--- src/rtl/mmio_pkg.sv ---
// Shared constants and types for the mmio port arbiter: access codes,
// arbiter FSM encoding, well-known mmio addresses and the latched request payload.
package mmio_pkg;

  localparam logic [2:0] ACC_LB  = 3'b000;
  localparam logic [2:0] ACC_LH  = 3'b001;
  localparam logic [2:0] ACC_LW  = 3'b010;
  localparam logic [2:0] ACC_LBU = 3'b100;
  localparam logic [2:0] ACC_LHU = 3'b101;

  typedef enum logic [1:0] {
    IDLE  = 2'd0,
    ISSUE = 2'd1,
    RESP  = 2'd2
  } arb_state_e;

  localparam logic [31:0] KBD_DATA  = 32'hfbadbeef;
  localparam logic [31:0] KBD_READY = 32'hfbadbeee;
  localparam logic [31:0] CLK_CNT   = 32'hfbadbedf;
  localparam logic [31:0] LED       = 32'hfbadc0fe;
  localparam logic [31:0] VRAM_BASE = 32'hfbad0000;

  typedef struct packed {
    logic        we;
    logic [2:0]  access;
    logic [31:0] addr;
    logic [31:0] wdata;
  } mmio_req_t;

  function automatic mmio_req_t pack_req(input logic we, input logic [2:0] access,
                                         input logic [31:0] addr, input logic [31:0] wdata);
    mmio_req_t r;
    r.we     = we;
    r.access = access;
    r.addr   = addr;
    r.wdata  = wdata;
    return r;
  endfunction

endpackage

--- src/rtl/arb_starve_cnt.sv ---
// Saturating count of arbitration rounds requester 1 has lost; at_limit is
// registered so it describes the count seen by the next arbitration round.
module arb_starve_cnt #(
  parameter int unsigned LIMIT = 8,
  parameter int unsigned CNT_W = 8
) (
  input  logic clk,
  input  logic rst,
  input  logic inc,
  input  logic clr,
  output logic at_limit
);

  logic [CNT_W-1:0] cnt_q, cnt_d;
  logic             at_limit_q, at_limit_d;

  always_comb begin
    cnt_d = cnt_q;
    if (clr) begin
      cnt_d = '0;
    end else if (inc && (cnt_q != CNT_W'(LIMIT))) begin
      cnt_d = cnt_q + CNT_W'(1);
    end
    at_limit_d = (cnt_d == CNT_W'(LIMIT));
  end

  always_ff @(posedge clk or negedge rst) begin
    if (!rst) begin
      cnt_q      <= '0;
      at_limit_q <= 1'b0;
    end else begin
      cnt_q      <= cnt_d;
      at_limit_q <= at_limit_d;
    end
  end

  assign at_limit = at_limit_q;

endmodule

--- src/rtl/mmio_arbiter.sv ---
// Two-requester arbiter in front of the single mmio load/store port. Every
// access is latched, strobed on the bus for exactly one cycle, then returned.
module mmio_arbiter
  import mmio_pkg::*;
#(
  parameter int unsigned STARVE_LIMIT = 8,
  parameter int unsigned CNT_W        = 8
) (
  input  logic        clk,
  input  logic        rst,
  input  logic        req0,
  input  logic        we0,
  input  logic [2:0]  access0,
  input  logic [31:0] addr0,
  input  logic [31:0] wdata0,
  input  logic        req1,
  input  logic        we1,
  input  logic [2:0]  access1,
  input  logic [31:0] addr1,
  input  logic [31:0] wdata1,
  output logic        gnt0,
  output logic        gnt1,
  output logic        rvalid0,
  output logic        rvalid1,
  output logic [31:0] rdata0,
  output logic [31:0] rdata1,
  output logic        bus_load,
  output logic        bus_store,
  output logic [2:0]  bus_access,
  output logic [31:0] bus_addr,
  output logic [31:0] bus_wdata,
  input  logic [31:0] bus_rdata
);

  arb_state_e  state_q, state_d;
  mmio_req_t   txn_q, txn_d;
  logic        owner_q, owner_d;
  logic        bus_load_q, bus_load_d;
  logic        bus_store_q, bus_store_d;
  logic        rvalid0_q, rvalid0_d;
  logic        rvalid1_q, rvalid1_d;
  logic [31:0] rdata0_q, rdata0_d;
  logic [31:0] rdata1_q, rdata1_d;

  logic arb_c, win0_c, win1_c, starve_inc_c, starve_clr_c, at_limit;

  arb_starve_cnt #(
    .LIMIT (STARVE_LIMIT),
    .CNT_W (CNT_W)
  ) u_starve (
    .clk      (clk),
    .rst      (rst),
    .inc      (starve_inc_c),
    .clr      (starve_clr_c),
    .at_limit (at_limit)
  );

  // Fixed priority to requester 0 unless requester 1 has waited long enough.
  always_comb begin
    arb_c        = (state_q == IDLE) || (state_q == RESP);
    win1_c       = arb_c && req1 && (!req0 || at_limit);
    win0_c       = arb_c && req0 && !win1_c;
    starve_inc_c = win0_c && req1;
    starve_clr_c = arb_c && !starve_inc_c;
  end

  always_comb begin
    state_d     = state_q;
    txn_d       = txn_q;
    owner_d     = owner_q;
    bus_load_d  = 1'b0;
    bus_store_d = 1'b0;
    rvalid0_d   = 1'b0;
    rvalid1_d   = 1'b0;
    rdata0_d    = rdata0_q;
    rdata1_d    = rdata1_q;

    case (state_q)
      IDLE, RESP: begin
        state_d = IDLE;
        if (win0_c || win1_c) begin
          state_d     = ISSUE;
          txn_d       = win1_c ? pack_req(we1, access1, addr1, wdata1)
                               : pack_req(we0, access0, addr0, wdata0);
          owner_d     = win1_c;
          bus_load_d  = !txn_d.we;
          bus_store_d = txn_d.we;
        end
      end
      ISSUE: begin
        // mmio answers while the strobe is up; land it in the owner's slot.
        state_d = RESP;
        if (owner_q) begin
          rvalid1_d = 1'b1;
          rdata1_d  = txn_q.we ? 32'h0 : bus_rdata;
        end else begin
          rvalid0_d = 1'b1;
          rdata0_d  = txn_q.we ? 32'h0 : bus_rdata;
        end
      end
      default: state_d = IDLE;
    endcase
  end

  always_ff @(posedge clk or negedge rst) begin
    if (!rst) begin
      state_q     <= IDLE;
      txn_q       <= '0;
      owner_q     <= 1'b0;
      bus_load_q  <= 1'b0;
      bus_store_q <= 1'b0;
      rvalid0_q   <= 1'b0;
      rvalid1_q   <= 1'b0;
      rdata0_q    <= 32'h0;
      rdata1_q    <= 32'h0;
    end else begin
      state_q     <= state_d;
      txn_q       <= txn_d;
      owner_q     <= owner_d;
      bus_load_q  <= bus_load_d;
      bus_store_q <= bus_store_d;
      rvalid0_q   <= rvalid0_d;
      rvalid1_q   <= rvalid1_d;
      rdata0_q    <= rdata0_d;
      rdata1_q    <= rdata1_d;
    end
  end

  assign gnt0       = win0_c;
  assign gnt1       = win1_c;
  assign rvalid0    = rvalid0_q;
  assign rvalid1    = rvalid1_q;
  assign rdata0     = rdata0_q;
  assign rdata1     = rdata1_q;
  assign bus_load   = bus_load_q;
  assign bus_store  = bus_store_q;
  assign bus_access = txn_q.access;
  assign bus_addr   = txn_q.addr;
  assign bus_wdata  = txn_q.wdata;

endmodule

--- config.mk ---
export PLATFORM = sky130hd
export DESIGN_NAME = mmio_arbiter
export DESIGN_NICKNAME = d
export VERILOG_FILES = /design/src/rtl/mmio_pkg.sv /design/src/rtl/arb_starve_cnt.sv /design/src/rtl/mmio_arbiter.sv
export SDC_FILE = /design/constraint.sdc
export NUM_CORES = 1
export LEC_CHECK = 0
export ABC_AREA = 1
export BUFFER_PORTS_ARGS = -buffer_cell sky130_fd_sc_hd__buf_4
export CELL_PAD_IN_SITES_DETAIL_PLACEMENT = 1
export CELL_PAD_IN_SITES_GLOBAL_PLACEMENT = 1
export CORE_MARGIN = 2
export CORE_UTILIZATION = 31
export CTS_CLUSTER_DIAMETER = 30
export DETAILED_ROUTE_END_ITERATION = 8
export GPL_ROUTABILITY_DRIVEN = 1
export GPL_TIMING_DRIVEN = 0
export PLACE_DENSITY = 0.73
export SLEW_MARGIN = 20
export SYNTH_ARGS = -nofsm -noshare
export SYNTH_HDL_FRONTEND = slang
export SYNTH_HIERARCHICAL = 1
export SYNTH_SLANG_ARGS = --single-unit
export TNS_END_PERCENT = 100
--- constraint.sdc ---
create_clock -name clk -period 2.1 [get_ports clk]
set_clock_uncertainty 0.05 [all_clocks]
set_input_delay 0.105 -clock clk [delete_from_list [all_inputs] [get_ports clk]]
set_output_delay 0.105 -clock clk [all_outputs]
set_load 0.02 [all_outputs]
==> results by group, run 1 <==
Route
  • Drc violations: 0
  • Drt wl/cell: 17.1 um
  • Vias: 8827
  • Final ANT Viol Nets: 0
  • Overall routed net length: 33200 um
  • Vias per cell: 4.54
  • Drt initial violations: 483
  • TritonRoute pass-1 iters: 5

Floorplan
  • Die Ht: 165 um
  • Initial core utilization: 31.8%
  • Chip width: 165 um
  • Io pins: 309
  • DIE AREA: 0.0273 mm^2
  • FP Rows: 58
  • Core area: 0.0253 mm^2

STA
  • Final WS setup: 0.181 ns
  • Final setup viols: 0
  • RSZ-0062 raised after global routing: no
  • Worst-margin pin slew: 0.689 ns
  • Setup TNS: 0 ns
  • WHS: -0.00701 ns
  • Fin crit period: 1.92 ns
  • Max Clock Freq: 521 MHz
  • Final max-slew violation count: 0
  • Hold Vio Cnt, Final: 2
  • Rel. slew slack: 54.0%
  • Final worst-path cycle share: 91.4%

Worst setup path
  • Data required time of the worst path: 2.41 ns
  • Critical Path Max Stage Delay: 0.37 ns
  • Crit path max fanout: 10
  • FF-to-FF End: u_starve/at_limit
  • Worst Reg2Reg Path Length in Cells: 13
  • CP arrival: 2.23 ns
  • RR Startpoint: u_starve/at_limit
  • CP Capture Type: register
  • Setup Crit Path Kind: register to register
  • Element type at the critical path start: register
  • Worst-path cell chain: inv_1 > nand2_4 > buf_4 > buf_4 > nor2_4 > inv_1 > nor2_4 > nand2_1 > nand2_1 > nand3_1 > inv_1 > nand2_1 > nor2_2
  • Slowest-stage cell, CP: dfrtp_1
  • Reg-to-reg slack, setup: 0.18 ns

Clocking
  • CTS HTree Levels: 4
  • CTS Buf Count: 17
  • Root Driver: clkbuf_16
  • Clk slew on worst S/H paths: 0.07 ns
  • Clock tree buffer depth: 2
  • Worst skew pair latency: 0.42 ns
  • CTS tree: done
  • Clock sink count: 148

Global route
  • GRT Residual Overflow: 0
  • Global-route usage over all layers: 24.1%
  • First-pass GRT wire length: 50800 um
  • Initial antenna violation count: 2
  • Largest net degree at the start of global routing: 80
  • Vias in the first global route: 9565

Synthesis
  • Library cells used by synthesis: 24
  • Post-synthesis cell count: 1117
  • Register area share after synthesis: 46.0%
  • Synth Register Bits: 148
  • Synth warnings: 6
  • Syn avg cell area: 7.21 um^2
  • Net count after synthesis: 1291
  • Post-synthesis cell area: 0.00805 mm^2

Placed design
  • DP Cell Count: 1756
  • PortBufs: 308
  • Dpl ws: -0.448 ns
  • Final HPWL DP: 22000 um
  • Placer Congestion: 0.833

Final layout
  • Area growth syn-to-layout: 61.7%
  • Share of cells above drive strength 1: 29.3%
  • Most common cell after layout, fill and taps aside: buf_4
  • Count of nets after finishing: 1776
  • Commonest non-fill, non-tap cells in the layout: buf_4, nand2_1, inv_1
  • Fin cells: 1946

Power
  • Total power: 12.9 mW
  • Leakage: 7.36 nW
  • VDD IR max: 0.622 mV
  • PD cells: 990 mW/mm^2

Run
  • Max Cap Viol: 0

Hold path
  • Hold Path Depth: 5
  • WHS Endpoint: bus_wdata[5]
  • Min-Delay Startpoint: wdata1[5]
  • Hold Crit Class: input port to register

Run status
  • Outcome: finished with violations
  • Violated checks: negative hold slack
-- cell type report --
cell class / count / area (um^2)
multi-input cells: 589 / 2610
plain buffers: 122 / 800
clock buffers: 17 / 425
flip-flops and latches: 148 / 3700
diodes: 1 / 2.50
repair buffers: 466 / 3910
fillers: 3130 / 12300
clock inverters: 15 / 189
well taps: 330 / 413
inverters: 258 / 970
-- per-layer routing --
metal  wire length, um  vias to the layer above  track usage, %  part of all wire (%)
met1             13400                     4232            28.2                    40
met5                 8                        -               0                 0.024
met2             16400                      322            42.2                    49
li1                  -                     4201               -                     -
met4              1130                        2            8.89                   3.4
met3              2350                       70            6.62                   7.1
-- flip-flops by register name, summed over array words and instances (netlist names) --
name,cells
txn_q,1
bus_wdata,32
bus_access,3
bus_load,1
bus_addr,32
u_starve/cnt_q,8
bus_store,1
rdata1,32
rdata0,32
u_starve/at_limit,1
rvalid0,1
rvalid1,1
state_q,2
owner_q,1
-- where the power goes --
| group | switching (mW) | leakage [nW] | internal, mW |
|---|---|---|---|
| clock network | 1.43 | 0.296 | 1.81 |
| registers | 0.545 | 1.86 | 3.73 |
| logic | 2.99 | 5.21 | 2.37 |
-- what timing repair did --
action                                 CTS  global route
gates cloned                             0             0
resized for setup                        6             6
setup endpoints to repair               11             3
buffers inserted                         2             3
endpoints found under the hold margin  174             0
hold buffers                           152             0
pin swaps                                1             1
-- cells in the mapped netlist --
library cell	count	area share [%]
buf_2	30	1.9
nor2_2	4	0.31
buf_6	3	0.42
xnor2_1	1	0.11
nand4_1	3	0.23
nor3_2	2	0.25
nor2_4	2	0.28
nand3_4	1	0.22
inv_2	3	0.14
nand2_2	3	0.23
clkinv_2	1	0.062
nor3_1	1	0.062
dfrtp_1	148	46
clkbuf_1	16	0.75
buf_4	73	6.8
nand3_1	146	9.1
a21oi_1	4	0.25
o21ai_1	4	0.25
o21ai_4	1	0.20
ha_1	2	0.31
inv_1	254	12
o21ai_0	64	4.0
nand2_1	309	14
nor2_1	42	2.0
-- through the flow --
stage	hold slack (ns)	cell area (um^2)	util, %
detailed placement	0.0560	10800	42.7
CTS	0.000216	13000	51.2
floorplan	-0.241	8050	-
global route	0.0109	13000	51.4
finish	-0.00701	13000	51.4
global placement	0.353	10800	42.6
-- how the worst max path moves through the flow --
stage                      startpoint                 to  cells after the start
floorplan           u_starve/at_limit  u_starve/at_limit                     13
global placement    u_starve/at_limit  u_starve/at_limit                     13
detailed placement  u_starve/at_limit  u_starve/at_limit                     10
CTS                        state_q[0]               gnt0                      6
global route        u_starve/at_limit  u_starve/at_limit                     13
finish              u_starve/at_limit  u_starve/at_limit                     13
-- cells by family (layout without fill, tap and decap cells) --
family,Yosys count,count (layout),synth area share [%]
buf+inv,380,878,21.9
flops,148,148,46.0
simple gates,513,513,27.0
fa+ha+maj,2,2,0.311
other cells,0,1,0
xor+xnor,1,1,0.109
compound gates,73,73,4.68
-- worst max-delay path, delay by kind of cell (launching register included) --
kind,cells,cell delay (ns)
and+or+nand+nor,8,0.80
buffers and inverters,5,0.63
DFF,1,0.37
Note: power is estimated with default switching activity, not from simulation.
==> inputs of run 2 (changes only) <==
--- a/config.mk
+++ b/config.mk
@@ -14,7 +14,7 @@
 export CTS_CLUSTER_DIAMETER = 30
 export DETAILED_ROUTE_END_ITERATION = 8
 export GPL_ROUTABILITY_DRIVEN = 1
-export GPL_TIMING_DRIVEN = 0
+export GPL_TIMING_DRIVEN = 1
 export PLACE_DENSITY = 0.73
 export SLEW_MARGIN = 20
 export SYNTH_ARGS = -nofsm -noshare
==> run 2 against run 1 <==
Against the previous run: the flow still finishes with violations (negative hold slack); flip-flop and latch count is the same; clock-buffer cell count increased by 1; routed wire length down 6.0%; global-route usage is 1.3 points lower; critical path depth down 6; first-iteration DRC count is 18% lower; non-clock buffer count decreased by 98; cell count decreased by 5.0%; worst setup slack got worse by 0.019 ns; highest routed layer unchanged.
==> results by group, run 2 (synthesis gave the netlist of run 1 again) <==
STA
  • Final worst-path cycle share: 92.3% (+0.89 points)
  • Final setup viols: 0 (unchanged)
  • WHS: -0.00533 ns (+0.00168 ns)
  • Worst-margin pin slew: 0.804 ns (+0.114 ns)
  • Max Clock Freq: 516 MHz (-0.97%)
  • Rel. slew slack: 46.4% (-7.6 points)
  • Final max-slew violation count: 0 (unchanged)
  • Hold Vio Cnt, Final: 1 (-1)
  • Fin crit period: 1.94 ns (+0.0188 ns)
  • RSZ-0062 raised after global routing: no
  • Setup TNS: 0 ns (unchanged)

Floorplan
  • Core area: 0.0253 mm^2 (unchanged)
  • FP Rows: 58 (unchanged)
  • Io pins: 309 (unchanged)
  • Die Ht: 165 um (unchanged)
  • Chip width: 165 um (unchanged)
  • Initial core utilization: 31.8% (unchanged)
  • DIE AREA: 0.0273 mm^2 (unchanged)

Worst setup path
  • Crit path depth: 7 (-6)
  • Element type at the critical path start: register
  • Slowest-stage cell, CP: dfrtp_1
  • Worst-path cell chain: nor2_4 > buf_12 > nand2_2 > buf_6 > inv_1 > nor2_1 > buf_4
  • CP arrival: 1.78 ns (-0.45 ns)
  • Setup Crit Path Kind: register to primary output
  • Data required time of the worst path: 1.95 ns (-0.46 ns)
  • Bufs and invs on worst path: 4 (-1)
  • Critical Path Max Stage Delay: 0.43 ns (+0.06 ns)
  • Worst Reg2Reg Path Length in Cells: 12 (-1)
  • Crit path max fanout: 17 (+7)
  • Top Family by Delay on Critical Path: buffers and inverters
  • CP Capture Type: primary output

Run status
  • Outcome: finished with violations
  • Violated checks: negative hold slack

Global route
  • Largest net degree at the start of global routing: 71 (-11%)
  • GRT Residual Overflow: 0 (unchanged)
  • Global-route usage over all layers: 22.8% (-1.3 points)
  • First-pass GRT wire length: 48100 um (-5.3%)
  • Met1 usage in global routing: 26.7% (-1.6 points)
  • GR Util met2: 39.2% (-3.0 points)
  • Met3 Use GR: 6.47% (-0.15 points)
  • GRT Max-Usage Layer: met2
  • Vias in the first global route: 9156 (-4.3%)
  • Initial antenna violation count: 2 (unchanged)

Route
  • Overall routed net length: 31200 um (-6.0%)
  • Final ANT Viol Nets: 0 (unchanged)
  • Drc violations: 0 (unchanged)
  • Drt wl/cell: 16.9 um (-1.1%)
  • Drt initial violations: 396 (-18%)
  • Vias: 8532 (-3.3%)
  • Vias per cell: 4.61 (+1.7%)
  • TritonRoute pass-1 iters: 5 (unchanged)

Clocking
  • CTS Buf Count: 17 (unchanged)
  • Clock tree buffer depth: 2 (unchanged)
  • Clk slew on worst S/H paths: 0.06 ns (about the same)
  • Root Driver: clkbuf_16
  • CTS tree: done
  • Worst skew pair latency: 0.42 ns (about the same)
  • Clock sink count: 148 (unchanged)
  • CTS HTree Levels: 4 (unchanged)

Final layout
  • Most common cell after layout, fill and taps aside: buf_4
  • Count of nets after finishing: 1678 (-5.5%)
  • Commonest non-fill, non-tap cells in the layout: buf_4, nand2_1, inv_1
  • Area growth syn-to-layout: 55.5%
  • Fin cells: 1849 (-5.0%)
  • Share of cells above drive strength 1: 24.9% (-4.5 points)

Placed design
  • DP Cell Count: 1650 (-6.0%)
  • Final HPWL DP: 19200 um (-13%)
  • PortBufs: 308 (unchanged)
  • Placer Congestion: 0.804 (-3.5%)

Run
  • Max Cap Viol: 0 (unchanged)

Hold path
  • Hold Crit Class: input port to register
  • Hold Path Depth: 5 (unchanged)

Power
  • Leakage: 6.98 nW (-5.2%)
  • VDD IR max: 0.547 mV (-12%)
  • PD cells: 987 mW/mm^2 (-0.28%)
-- run 2: per-stage QoR --
step	setup WS [ns]	util [%]	power [mW]	area (um^2)	hold slack, ns
after floorplan	0.162	-	6.98	8050	-0.241
after global placement	0.280	40.4	8.78	10200	-0.0431
final	0.163	49.4	12.4	12500	-0.00533
after CTS	0.0261	49.2	12.4	12500	0.000324
after detailed placement	0.206	40.4	8.89	10200	-0.0376
after global routing	0.0320	49.4	13.1	12500	0.0372
-- run 2: final cells by class --
cell class                      count  area [um^2]
Fill cell                        3118        12800
Timing Repair Buffer              490         4220
Sequential cell                   148         3700
Multi-Input combinational cell    589         2600
Inverter                          258          970
Clock buffer                       18          429
Tap cell                          330          413
Clock inverter                     13          173
Antenna cell                        3         7.51
-- run 2: where the power goes --
part | internal [mW] | total [mW] | switching [mW]
combinational | 2.05 | 4.90 | 2.86
clock | 1.88 | 3.18 | 1.30
sequential | 3.73 | 4.27 | 0.542
-- run 2: worst register-to-register path, cell delays in order (launching register included) --
cell,delay [ns]
dfrtp_1,0.43
nor2_4,0.13
buf_4,0.13
inv_2,0.04
nor2_1,0.19
inv_1,0.13
nor2_4,0.18
o21ai_1,0.12
nand2_1,0.08
nand3_1,0.06
inv_1,0.07
nand2_1,0.07
nor2_2,0.09
-- run 2: repair_timing --
action / 4_1_cts / 5_1_grt
setup endpoints to repair: 2 / 2
buffers inserted: 0 / 2
hold endpoints to repair: 261 / 0
hold buffers: 162 / 0
resized for setup: 3 / 1
pin swaps: 0 / 1
cloned: 0 / 1
-- run 2: path summary, 6_finish.rpt --
path / from / endpoint / slack [ns]
max in group asynchronous: rst / bus_wdata[23] / 1.28
worst max register to register: state_q[0] / u_starve/at_limit / 0.24
worst min-delay path: addr1[17] / bus_addr[17] / -0.005
min in group asynchronous: rst / rdata1[24] / 0.08
worst max-delay path: state_q[0] / gnt0 / 0.16
worst min register to register: bus_addr[19] / bus_addr[19] / 0.43
-- run 2: layer usage --
layer / vias to the layer above / routed length [um] / share of wire (%)
li1: 4019 / - / -
met1: 4108 / 12600 / 40
met2: 327 / 15300 / 49
met3: 76 / 2210 / 7.1
met4: 2 / 1110 / 3.5
met5: - / 8 / 0.026
